**src/rtl/pin_auth_if.sv**
```systemverilog
// PIN-entry pin bundle: raw switch/button inputs in, conditioned status and
// result code out. The bench drives the master side; pin_auth is the slave.
interface pin_auth_if;
    logic       card_present;
    logic [3:0] digit_sw;
    logic       enter_btn;
    logic [1:0] card_input;
    logic [2:0] digit_count;
    logic [2:0] tries_left;
    logic       entry_active;
    logic       locked;

    modport master (
        output card_present, digit_sw, enter_btn,
        input  card_input, digit_count, tries_left, entry_active, locked
    );

    modport slave (
        input  card_present, digit_sw, enter_btn,
        output card_input, digit_count, tries_left, entry_active, locked
    );
endinterface

```
**src/rtl/pin_auth.sv**
```systemverilog
// PIN authentication front end: synchronises and debounces raw inputs, collects
// a PIN, compares it, and issues 10/01 codes with a retry limit and lockout.
module pin_auth #(
    parameter int                      PIN_DIGITS      = 4,
    parameter logic [4*PIN_DIGITS-1:0] PIN_VALUE       = 16'h1234,
    parameter int                      MAX_TRIES       = 3,
    parameter int                      DEBOUNCE_CYCLES = 1_000_000,
    parameter int                      RESULT_HOLD     = 4
) (
    input logic        clk,
    input logic        rst,
    pin_auth_if.slave  pin_io
);
    localparam int SRW = 4 * PIN_DIGITS;
    localparam int DBW = $clog2(DEBOUNCE_CYCLES + 1);
    localparam int HW  = $clog2(RESULT_HOLD + 1);

    localparam logic [2:0]     MAXF  = 3'(MAX_TRIES);
    localparam logic [2:0]     NDIG  = 3'(PIN_DIGITS);
    localparam logic [DBW-1:0] DBLAST = DBW'(DEBOUNCE_CYCLES - 1);
    localparam logic [HW-1:0]  HLAST = HW'(RESULT_HOLD - 1);

    typedef enum logic [2:0] {
        S_WAIT_CARD, S_ENTRY, S_COMPARE, S_VALID_OUT,
        S_INVALID_OUT, S_SESSION, S_LOCKED
    } state_e;

    logic [1:0]      card_sync_q, btn_sync_q;
    logic [1:0][3:0] digit_sync_q;
    logic            card_s, btn_s;
    logic [3:0]      digit_s;

    assign card_s  = card_sync_q[1];
    assign btn_s   = btn_sync_q[1];
    assign digit_s = digit_sync_q[1];

    always_ff @(posedge clk) begin
        if (rst) begin
            card_sync_q  <= '0;
            btn_sync_q   <= '0;
            digit_sync_q <= '0;
        end else begin
            card_sync_q  <= {card_sync_q[0], pin_io.card_present};
            btn_sync_q   <= {btn_sync_q[0], pin_io.enter_btn};
            digit_sync_q <= {digit_sync_q[0], pin_io.digit_sw};
        end
    end

    // Debounce: level flips only after DEBOUNCE_CYCLES consecutive disagreeing cycles
    logic           db_level_q, db_level_d, pulse_q, pulse_d;
    logic [DBW-1:0] db_cnt_q, db_cnt_d;

    always_comb begin
        db_level_d = db_level_q;
        db_cnt_d   = '0;
        pulse_d    = 1'b0;
        if (btn_s != db_level_q) begin
            if (db_cnt_q == DBLAST) begin
                db_level_d = btn_s;
                pulse_d    = btn_s;
            end else begin
                db_cnt_d = db_cnt_q + DBW'(1);
            end
        end
    end

    always_ff @(posedge clk) begin
        if (rst) begin
            db_level_q <= 1'b0;
            db_cnt_q   <= '0;
            pulse_q    <= 1'b0;
        end else begin
            db_level_q <= db_level_d;
            db_cnt_q   <= db_cnt_d;
            pulse_q    <= pulse_d;
        end
    end

    state_e         state_q, state_d;
    logic [SRW-1:0] sr_q, sr_d;
    logic [2:0]     dcnt_q, dcnt_d, fail_q, fail_d;
    logic [HW-1:0]  hold_q, hold_d;
    logic [1:0]     code_q, code_d;
    logic [2:0]     tries_q;
    logic           entry_q, locked_q, abort;

    assign abort = !card_s && (state_q == S_ENTRY || state_q == S_COMPARE ||
                               state_q == S_VALID_OUT || state_q == S_INVALID_OUT);

    always_comb begin
        state_d = state_q;
        sr_d    = sr_q;
        dcnt_d  = dcnt_q;
        fail_d  = fail_q;
        hold_d  = hold_q;
        if (abort) begin
            // Removal beats a same-cycle enter pulse; failures are kept
            state_d = S_WAIT_CARD;
            sr_d    = '0;
            dcnt_d  = '0;
        end else begin
            unique case (state_q)
                S_WAIT_CARD: if (card_s) begin
                    if (fail_q == MAXF) state_d = S_LOCKED;
                    else begin
                        state_d = S_ENTRY;
                        sr_d    = '0;
                        dcnt_d  = '0;
                    end
                end
                S_ENTRY: if (pulse_q) begin
                    sr_d   = SRW'({sr_q, digit_s});
                    dcnt_d = dcnt_q + 3'd1;
                    if (dcnt_d == NDIG) state_d = S_COMPARE;
                end
                S_COMPARE: begin
                    hold_d = '0;
                    if (sr_q == PIN_VALUE) begin
                        state_d = S_VALID_OUT;
                        fail_d  = '0;
                    end else begin
                        state_d = S_INVALID_OUT;
                        if (fail_q != MAXF) fail_d = fail_q + 3'd1;
                    end
                end
                S_VALID_OUT: begin
                    if (hold_q == HLAST) state_d = S_SESSION;
                    else hold_d = hold_q + HW'(1);
                end
                S_INVALID_OUT: begin
                    if (hold_q == HLAST) begin
                        if (fail_q == MAXF) state_d = S_LOCKED;
                        else begin
                            state_d = S_ENTRY;
                            sr_d    = '0;
                            dcnt_d  = '0;
                        end
                    end else begin
                        hold_d = hold_q + HW'(1);
                    end
                end
                S_SESSION, S_LOCKED: if (!card_s) state_d = S_WAIT_CARD;
                default: state_d = S_WAIT_CARD;
            endcase
        end

        code_d = 2'b00;
        if (state_d == S_VALID_OUT)   code_d = 2'b10;
        if (state_d == S_INVALID_OUT) code_d = 2'b01;
    end

    // Outputs are registered from next-state so they align with the state register
    always_ff @(posedge clk) begin
        if (rst) begin
            state_q  <= S_WAIT_CARD;
            sr_q     <= '0;
            dcnt_q   <= '0;
            fail_q   <= '0;
            hold_q   <= '0;
            code_q   <= 2'b00;
            tries_q  <= MAXF;
            entry_q  <= 1'b0;
            locked_q <= 1'b0;
        end else begin
            state_q  <= state_d;
            sr_q     <= sr_d;
            dcnt_q   <= dcnt_d;
            fail_q   <= fail_d;
            hold_q   <= hold_d;
            code_q   <= code_d;
            tries_q  <= MAXF - fail_d;
            entry_q  <= (state_d == S_ENTRY);
            locked_q <= (state_d == S_LOCKED);
        end
    end

    assign pin_io.card_input   = code_q;
    assign pin_io.digit_count  = dcnt_q;
    assign pin_io.tries_left   = tries_q;
    assign pin_io.entry_active = entry_q;
    assign pin_io.locked       = locked_q;
endmodule

```
**src/flat_wrapper.sv**
```systemverilog
// flat-port wrapper written by rule: the top's interface ports become plain ports
module pin_auth_flat 
#(
    parameter int                      PIN_DIGITS      = 4,
    parameter logic [4*PIN_DIGITS-1:0] PIN_VALUE       = 16'h1234,
    parameter int                      MAX_TRIES       = 3,
    parameter int                      DEBOUNCE_CYCLES = 1_000_000,
    parameter int                      RESULT_HOLD     = 4
)
  (clk, rst, pin_io_card_present, pin_io_digit_sw, pin_io_enter_btn, pin_io_card_input, pin_io_digit_count, pin_io_tries_left, pin_io_entry_active, pin_io_locked);
  pin_auth_if pin_io_i ();
  input logic clk;
  input logic rst;
  input wire logic [$bits(pin_io_i.card_present)-1:0] pin_io_card_present;
  input wire logic [$bits(pin_io_i.digit_sw)-1:0] pin_io_digit_sw;
  input wire logic [$bits(pin_io_i.enter_btn)-1:0] pin_io_enter_btn;
  output wire logic [$bits(pin_io_i.card_input)-1:0] pin_io_card_input;
  output wire logic [$bits(pin_io_i.digit_count)-1:0] pin_io_digit_count;
  output wire logic [$bits(pin_io_i.tries_left)-1:0] pin_io_tries_left;
  output wire logic [$bits(pin_io_i.entry_active)-1:0] pin_io_entry_active;
  output wire logic [$bits(pin_io_i.locked)-1:0] pin_io_locked;
  assign pin_io_i.card_present = pin_io_card_present;
  assign pin_io_i.digit_sw = pin_io_digit_sw;
  assign pin_io_i.enter_btn = pin_io_enter_btn;
  assign pin_io_card_input = pin_io_i.card_input;
  assign pin_io_digit_count = pin_io_i.digit_count;
  assign pin_io_tries_left = pin_io_i.tries_left;
  assign pin_io_entry_active = pin_io_i.entry_active;
  assign pin_io_locked = pin_io_i.locked;
  pin_auth #(.PIN_DIGITS(PIN_DIGITS), .PIN_VALUE(PIN_VALUE), .MAX_TRIES(MAX_TRIES), .DEBOUNCE_CYCLES(DEBOUNCE_CYCLES), .RESULT_HOLD(RESULT_HOLD)) u_core (.clk(clk), .rst(rst), .pin_io(pin_io_i));
endmodule
```
**config.mk**
```make
export PLATFORM = sky130hd
export DESIGN_NAME = pin_auth_flat
export DESIGN_NICKNAME = d
export VERILOG_FILES = /design/src/rtl/pin_auth_if.sv /design/src/rtl/pin_auth.sv /design/src/flat_wrapper.sv
export SDC_FILE = /design/constraint.sdc
export NUM_CORES = 1
export LEC_CHECK = 0
export ABC_CLOCK_PERIOD_IN_PS = 4900
export BUFFER_PORTS_ARGS = -buffer_cell sky130_fd_sc_hd__buf_2
export CAP_MARGIN = 20
export CORE_MARGIN = 2
export CORE_UTILIZATION = 42
export CTS_CLUSTER_DIAMETER = 150
export DETAILED_ROUTE_END_ITERATION = 7
export HOLD_SLACK_MARGIN = 0.08
export PLACE_DENSITY_LB_ADDON = 0.08
export SLEW_MARGIN = 10
export SYNTH_ARGS = -nofsm -noshare
export SYNTH_HDL_FRONTEND = slang
export SYNTH_SLANG_ARGS = --single-unit
export TNS_END_PERCENT = 100
```
**constraint.sdc**
```tcl
create_clock -name clk -period 4.9 [get_ports clk]
set_clock_uncertainty 0.15 [all_clocks]
set_input_delay 0.98 -clock clk [delete_from_list [all_inputs] [get_ports clk]]
set_output_delay 0.98 -clock clk [all_outputs]
set_load 0.02 [all_outputs]
```
==> metrics.cfg, run 1 <==
[timing]
setup_viol = 0
tightest_slew_ns = 0.818
finalHoldViolations = 0
fin_crit_sh_pct = 48.5
finalMaxSlewViolations = 0
rsz0062_at_grt = false
final.min_clock_period_ns = 2.38
slew_headroom_pct = 44.9
finalSetupTns_ns = 0
fmax_mhz = 421

[route]
wl_met3_um = 163
wl_per_cell_um = 12.6
wl_met1_mm = 2.62
first_iter_violations = 85
routed_wl_mm = 5.10
top_layer = met4
drc = 0
route.met2.wl_mm = 2.18
num_vias = 2095
postRouteAntennaNets = 0
vias_per_cell = 5.19
first_pass_iters = 4

[floorplan]
coreArea_um2 = 6420
placementRows = 29
die_area_um2 = 7380
pin_count = 18
die_x_um = 85.9
dieHeight_um = 85.9
initial_utilization_pct = 43.9

[yosys]
synthArstFlopShare_pct = 0
syn-mean-instance-area_um2 = 9.24
yosys_warnings = 0
synth_edf_count = 0
seq_area_frac_synth_pct = 48.3
yosysTopAreaCell = dfxtp_1
syn_nets = 320
synth_cell_types = 48
ys_ff_latch = 68
synthFlopType = dfxtp_1
synth.area.top_cells = dfxtp_1, nor2_1, a22oi_1, xor2_1, ha_1
syn-cell-area_um2 = 2820
netlist_instances = 305
yosys.area.top_type_share_pct = 48.3

[layout]
nNetsFinal = 337
drive_gt1_share_pct = 15.6
nFillCells = 619
final_cells = 404
antenna_cells = 0
design_area_um2 = 3190
layout_common_cells = dfxtp_1, nor2_1, nand2_1, a22oi_1, buf_2
area_growth_pct = 13.3
mostFrequentLayoutCell = dfxtp_1

[global_routing]
antenna_found_initial = 0
grt_pass1_vias = 1861
grt_max_degree = 27
grt_usage_pct = 15.1
grt_pass1_wl_mm = 8.72
gr-total-overflow = 0

[power]
leakage_nw = 1.14
ir_drop_v = 0.000190
power-per-cell-area_nw_per_um2 = 346

[setup_path]
cp-end-kind = flip-flop
crit_fanout = 20
reg2reg_slack_ns = 2.52
crit_required_ns = 4.96
startpoint = u_core.db_cnt_q[0]
r2r_end = u_core.db_cnt_q[12]
arrival_ns = 2.43
startpoint_type = flip-flop
rr_worst_depth = 6
cp-endpoint = u_core.db_cnt_q[12]
crit_type = flip-flop to flip-flop
reg2reg_from = u_core.db_cnt_q[0]

[place]
dp.cells = 388
place_area_um2 = 2970
gp_congestion = 0.776
port_buffers = 17
place_hpwl_mm = 3.38

[clocking]
clock_latency_ns = 0.34
htreeDepth = 3
cts_setup_buffers = 0
cts.sinks = 68
clock-root-buffer = clkbuf_8
cts_resized = 0
cts_max_path_buffers = 2
clk_pin_slew_ns = 0.07
numCtsBuffers = 9
cts_tree = yes
cts_hold_buf = 0

[min_path]
min_path_type = flip-flop to flip-flop
hp-start = u_core.digit_sync_q[2]

[run]
maxCapViolations = 0

[run_status]
outcome = finished, final reports clean

## cells in the mapped netlist, drive strengths merged, types with 3 or more instances
cell type	n
xor2	12
clkbuf	12
nor3b	3
nand3	9
and3	3
nor2b	14
o21ai	4
dfxtp	68
nand2b	6
and3b	3
nand2	19
nand4	4
nor4	4
xnor2	8
or3	3
nor3	4
nor2	52
ha	7
a22oi	18
a21oi	14
and2	3
or4b	3
inv	6
## stage by stage
| step | setup slack (ns) | utilization (%) | total power [mW] | hold WS [ns] |
|---|---|---|---|---|
| 5_1_grt | 2.19 | 49.7 | 1.15 | 0.306 |
| 3_5_place_dp | 2.44 | 46.2 | 0.607 | 0.271 |
| 6_report | 2.52 | 49.7 | 1.10 | 0.288 |
| 2_1_floorplan | 2.87 | - | 0.596 | 0.264 |
| 4_1_cts | 2.47 | 49.7 | 1.12 | 0.290 |
| 3_3_place_gp | 2.29 | 46.1 | 0.607 | 0.270 |
## power by group
part | total [mW] | internal, mW | switching (mW)
clock network | 0.510 | 0.290 | 0.220
registers | 0.562 | 0.558 | 0.00363
logic | 0.0316 | 0.0121 | 0.0195
total | 1.10 | 0.860 | 0.243
## layer usage
layer	vias up	track usage (%)
met5	-	0
met1	965	20.9
met3	9	3.56
li1	1092	-
met4	0	9.96
met2	29	20.9
## worst min path at each step
| stage | to | cells after the start |
|---|---|---|
| final | u_core.digit_s[2] | 1 |
| after global routing | u_core.digit_s[3] | 1 |
| after CTS | u_core.digit_s[2] | 1 |
| after detailed placement | u_core.digit_s[2] | 1 |
| after global placement | u_core.digit_s[0] | 1 |
| after floorplan | u_core.btn_sync_q[1] | 1 |
## state kept, by name (all words and copies together) (netlist names), 3 cells and up, named ones only
name                       flops
u_core.db_cnt_q               20
u_core.hold_q                  3
u_core.digit_sync_q            4
u_core.pin_io.digit_count      3
u_core.digit_s                 4
u_core.state_q                 3
u_core.sr_q                   16
## worst max-delay path, stage by stage, from the launching register on
cell and delay (ns):
dfxtp_1 0.37, ha_1 0.22, nand4_1 0.18, or2_2 0.34, nor3_1 0.29, or3_1 0.58, nor2_1 0.11
## cell type report
cell class	count	area [um^2]	area share (%)
clock buffer	9	124	3.88
clock inverter	7	100	3.14
inverter	6	22.5	0.706
multi-input combinational	217	1380	43.2
sequential	68	1360	42.7
tap	77	96.3	3.02
timing repair buffer	20	108	3.37
## kinds of logic after synthesis
group / Yosys count / share of synthesized area (%)
compound gates: 47 / 11.6
xor+xnor: 20 / 6.22
fa+ha+maj: 7 / 3.11
buf+inv: 20 / 2.89
flops: 68 / 48.3
mux: 2 / 0.711
simple gates: 141 / 27.2
No activity file was read; power rests on OpenSTA's default activity.
==> inputs of run 2 (changes only) <==
- ABC_AREA: unset -> 1
- ABC_CLOCK_PERIOD_IN_PS: 4900 -> 2000
- clock period: 4.9 -> 2 ns (I/O delays scaled with it)
==> run 2 against run 1 <==
Against the previous run:
- area after synthesis grew 11%
- design area is 12% higher
- fmax grew 36%
- via count increased by 30%
- die area increased by 11%
- critical path depth increased by 3
- first-iteration DRC count increased by 26%
- global-route usage rose by 2.2 points
- routed wire length grew 28%
- worst hold slack lost 0.18 ns
- sequential share of layout area shrank 4.7 points
- critical endpoint is now u_core.db_cnt_q[15]
- clock-buffer cell count up 1
==> metrics.cfg, run 2 <==
[setup_path]
crit_type = flip-flop to flip-flop
reg2reg_slack_ns = 0.25  ; -2.27 ns
crit_fanout = 20  ; unchanged
crit_required_ns = 2.08  ; -2.88 ns
arrival_ns = 1.83  ; -0.60 ns
r2r_end = u_core.db_cnt_q[15]
reg2reg_from = u_core.db_cnt_q[0]
cp-end-kind = flip-flop
rr_worst_depth = 9  ; +3
startpoint_type = flip-flop

[floorplan]
dieHeight_um = 90.4  ; +5.2%
coreArea_um2 = 7250  ; +13%
pin_count = 18  ; unchanged
initial_utilization_pct = 43.2  ; -0.64 points
die_area_um2 = 8170  ; +11%
placementRows = 31  ; +6.9%
die_x_um = 90.4  ; +5.2%

[route]
first_iter_violations = 107  ; +26%
num_vias = 2716  ; +30%
drc = 0  ; unchanged
vias_per_cell = 4.78  ; -7.8%
routed_wl_mm = 6.54  ; +28%
wl_per_cell_um = 11.5  ; -8.7%
first_pass_iters = 4  ; unchanged
postRouteAntennaNets = 0  ; unchanged

[place]
dp.cells = 552  ; +42%
gp_congestion = 0.863  ; +11%
port_buffers = 17  ; unchanged
place_hpwl_mm = 4.71  ; +40%
place_ws_ns = 0.194  ; -2.25 ns

[yosys]
ys_ff_latch = 68  ; unchanged
yosys.area.top_type_share_pct = 43.4  ; -4.9 points
yosysTopAreaCell = dfxtp_1
synth_edf_count = 0  ; unchanged
synthArstFlopShare_pct = 0  ; unchanged
synthFlopType = dfxtp_1
syn_nets = 455  ; +42%
yosys_warnings = 0  ; unchanged
netlist_instances = 440  ; +44%
syn-mean-instance-area_um2 = 7.13  ; -23%
syn-cell-area_um2 = 3140  ; +11%
yosys-top-cells-count = nor2_1, nand2_1, dfxtp_1
synth_cell_types = 33  ; -31%
yosysMostFrequentCell = nor2_1
seq_area_frac_synth_pct = 43.4  ; -4.9 points
synth.area.top_cells = dfxtp_1, nor2_1, nand2_1, inv_1, a22oi_1

[power]
power-per-cell-area_nw_per_um2 = 797  ; +130%
ir_drop_v = 0.000380  ; +100%
leakage_nw = 1.44  ; +27%

[min_path]
min_path_type = input pin to flip-flop
hold_depth = 3  ; +2
hp-start = pin_io_digit_sw[2]
min_to = u_core.digit_sync_q[2]

[clocking]
htreeDepth = 3  ; unchanged
cts_setup_buffers = 0  ; unchanged
numCtsBuffers = 9  ; unchanged
cts_max_path_buffers = 2  ; unchanged
cts_tree = yes
cts.sinks = 68  ; unchanged
clock_latency_ns = 0.34  ; about the same
clk_pin_slew_ns = 0.08  ; about the same
clock-root-buffer = clkbuf_8

[global_routing]
grt_max_degree = 21  ; -22%
grt_pass1_vias = 2539  ; +36%
grt_usage_pct = 17.3  ; +2.2 points
antenna_found_initial = 0  ; unchanged
gr-total-overflow = 0  ; unchanged
grt_pass1_wl_mm = 11.5  ; +32%

[timing]
finalMaxSlewViolations = 0  ; unchanged
finalHoldViolations = 0  ; unchanged
fin_crit_sh_pct = 87.5  ; +39 points
rsz0062_at_grt = false
tightest_slew_ns = 0.373  ; -0.446 ns
setup_viol = 0  ; unchanged
finalSetupTns_ns = 0  ; unchanged
slew_headroom_pct = 75.1  ; +30 points
finalWorstSetupSlack_ns = 0.250  ; -2.27 ns
final.min_clock_period_ns = 1.75  ; -0.626 ns
fmax_mhz = 572  ; +36%

[layout]
reg_top3 = u_core.db_cnt_q: 20 flops, u_core.sr_q: 16 flops
area_growth_pct = 14.4
mostFrequentLayoutCell = nor2_1
multi_input_area_um2 = 1490  ; +7.8%
layout_common_cells = nor2_1, nand2_1, dfxtp_1, inv_1
nFillCells = 764  ; +23%
top_register = u_core.db_cnt_q
drive_gt1_share_pct = 13.2  ; -2.4 points
largest_register_ffs = 20  ; unchanged
antenna_cells = 0  ; unchanged
final_cells = 568  ; +41%
seqCellArea_um2 = 1360  ; about the same
nNetsFinal = 479  ; +42%

[run]
maxCapViolations = 0  ; unchanged

[run_status]
outcome = finished, final reports clean

==> run 2: critical path, stage by stage, from the launching register on <==
cell and delay (ns):
dfxtp_2 0.36, ha_1 0.17, nand2_1 0.08, nor2_2 0.14
inv_2 0.07, nor3_2 0.16, nand3_1 0.14, nand3_1 0.14
buf_12 0.17, nor2_1 0.06
==> run 2: area by class of cell <==
cell class	instances	area share, %
clock buffer	10	3.84
clock inverter	6	3.10
inverter	61	6.42
multi-input combinational	302	41.5
sequential	68	38.0
tap	99	3.45
timing repair buffer	22	3.77
==> run 2: per-stage QoR <==
stage	total power, mW	util (%)	area [um^2]	hold slack [ns]
final	2.86	49.5	3590	0.105
after global routing	2.97	49.5	3590	0.131
after CTS	2.90	49.4	3580	0.0939
after detailed placement	1.50	46.0	3340	0.246
after global placement	1.49	46.0	3340	0.243
after floorplan	1.47	-	3140	0.238
==> run 2: power breakdown <==
part | total (mW) | internal [mW] | switching (mW)
registers | 1.37 | 1.37 | 0.00671
logic | 0.0892 | 0.0287 | 0.0605
clock network | 1.40 | 0.862 | 0.536
total | 2.86 | 2.26 | 0.603
==> run 2: cells by family after synthesis <==
group | Yosys count | share of synthesized area, %
and+or+nand+nor | 241 | 33.2
buffers and inverters | 70 | 9.22
AOI/OAI and AO/OA | 48 | 9.70
xor gates and xnor gates | 6 | 1.68
DFF | 68 | 43.4
adders and majority gates | 7 | 2.79
==> run 2: what timing repair did <==
| action | in CTS | in global routing |
|---|---|---|
| endpoints found under the setup margin | 0 | 4 |
| hold buffers | 0 | 0 |
| resized for setup | 0 | 2 |
==> run 2: how the worst max path moves through the flow <==
| stage | depth (start not counted) | from | to |
|---|---|---|---|
| 6_report | 9 | u_core.db_cnt_q[0] | u_core.db_cnt_q[15] |
| 5_1_grt | 8 | u_core.state_q[1] | u_core.hold_q[2] |
| 4_1_cts | 9 | u_core.db_cnt_q[0] | u_core.db_cnt_q[2] |
| 3_5_place_dp | 9 | u_core.db_cnt_q[0] | u_core.db_cnt_q[15] |
| 3_3_place_gp | 9 | u_core.db_cnt_q[0] | u_core.db_cnt_q[15] |
| 2_1_floorplan | 9 | u_core.db_cnt_q[0] | u_core.db_cnt_q[15] |
==> run 2: per-layer routing <==
layer,GRT usage (%),share of wire [%],vias up,routed length [um]
met5,0,0,-,0
met4,5.13,1.1,0,72
met3,4.59,4.4,7,290
met2,26.4,42,50,2760
met1,24.0,52,1212,3420
li1,-,-,1447,-
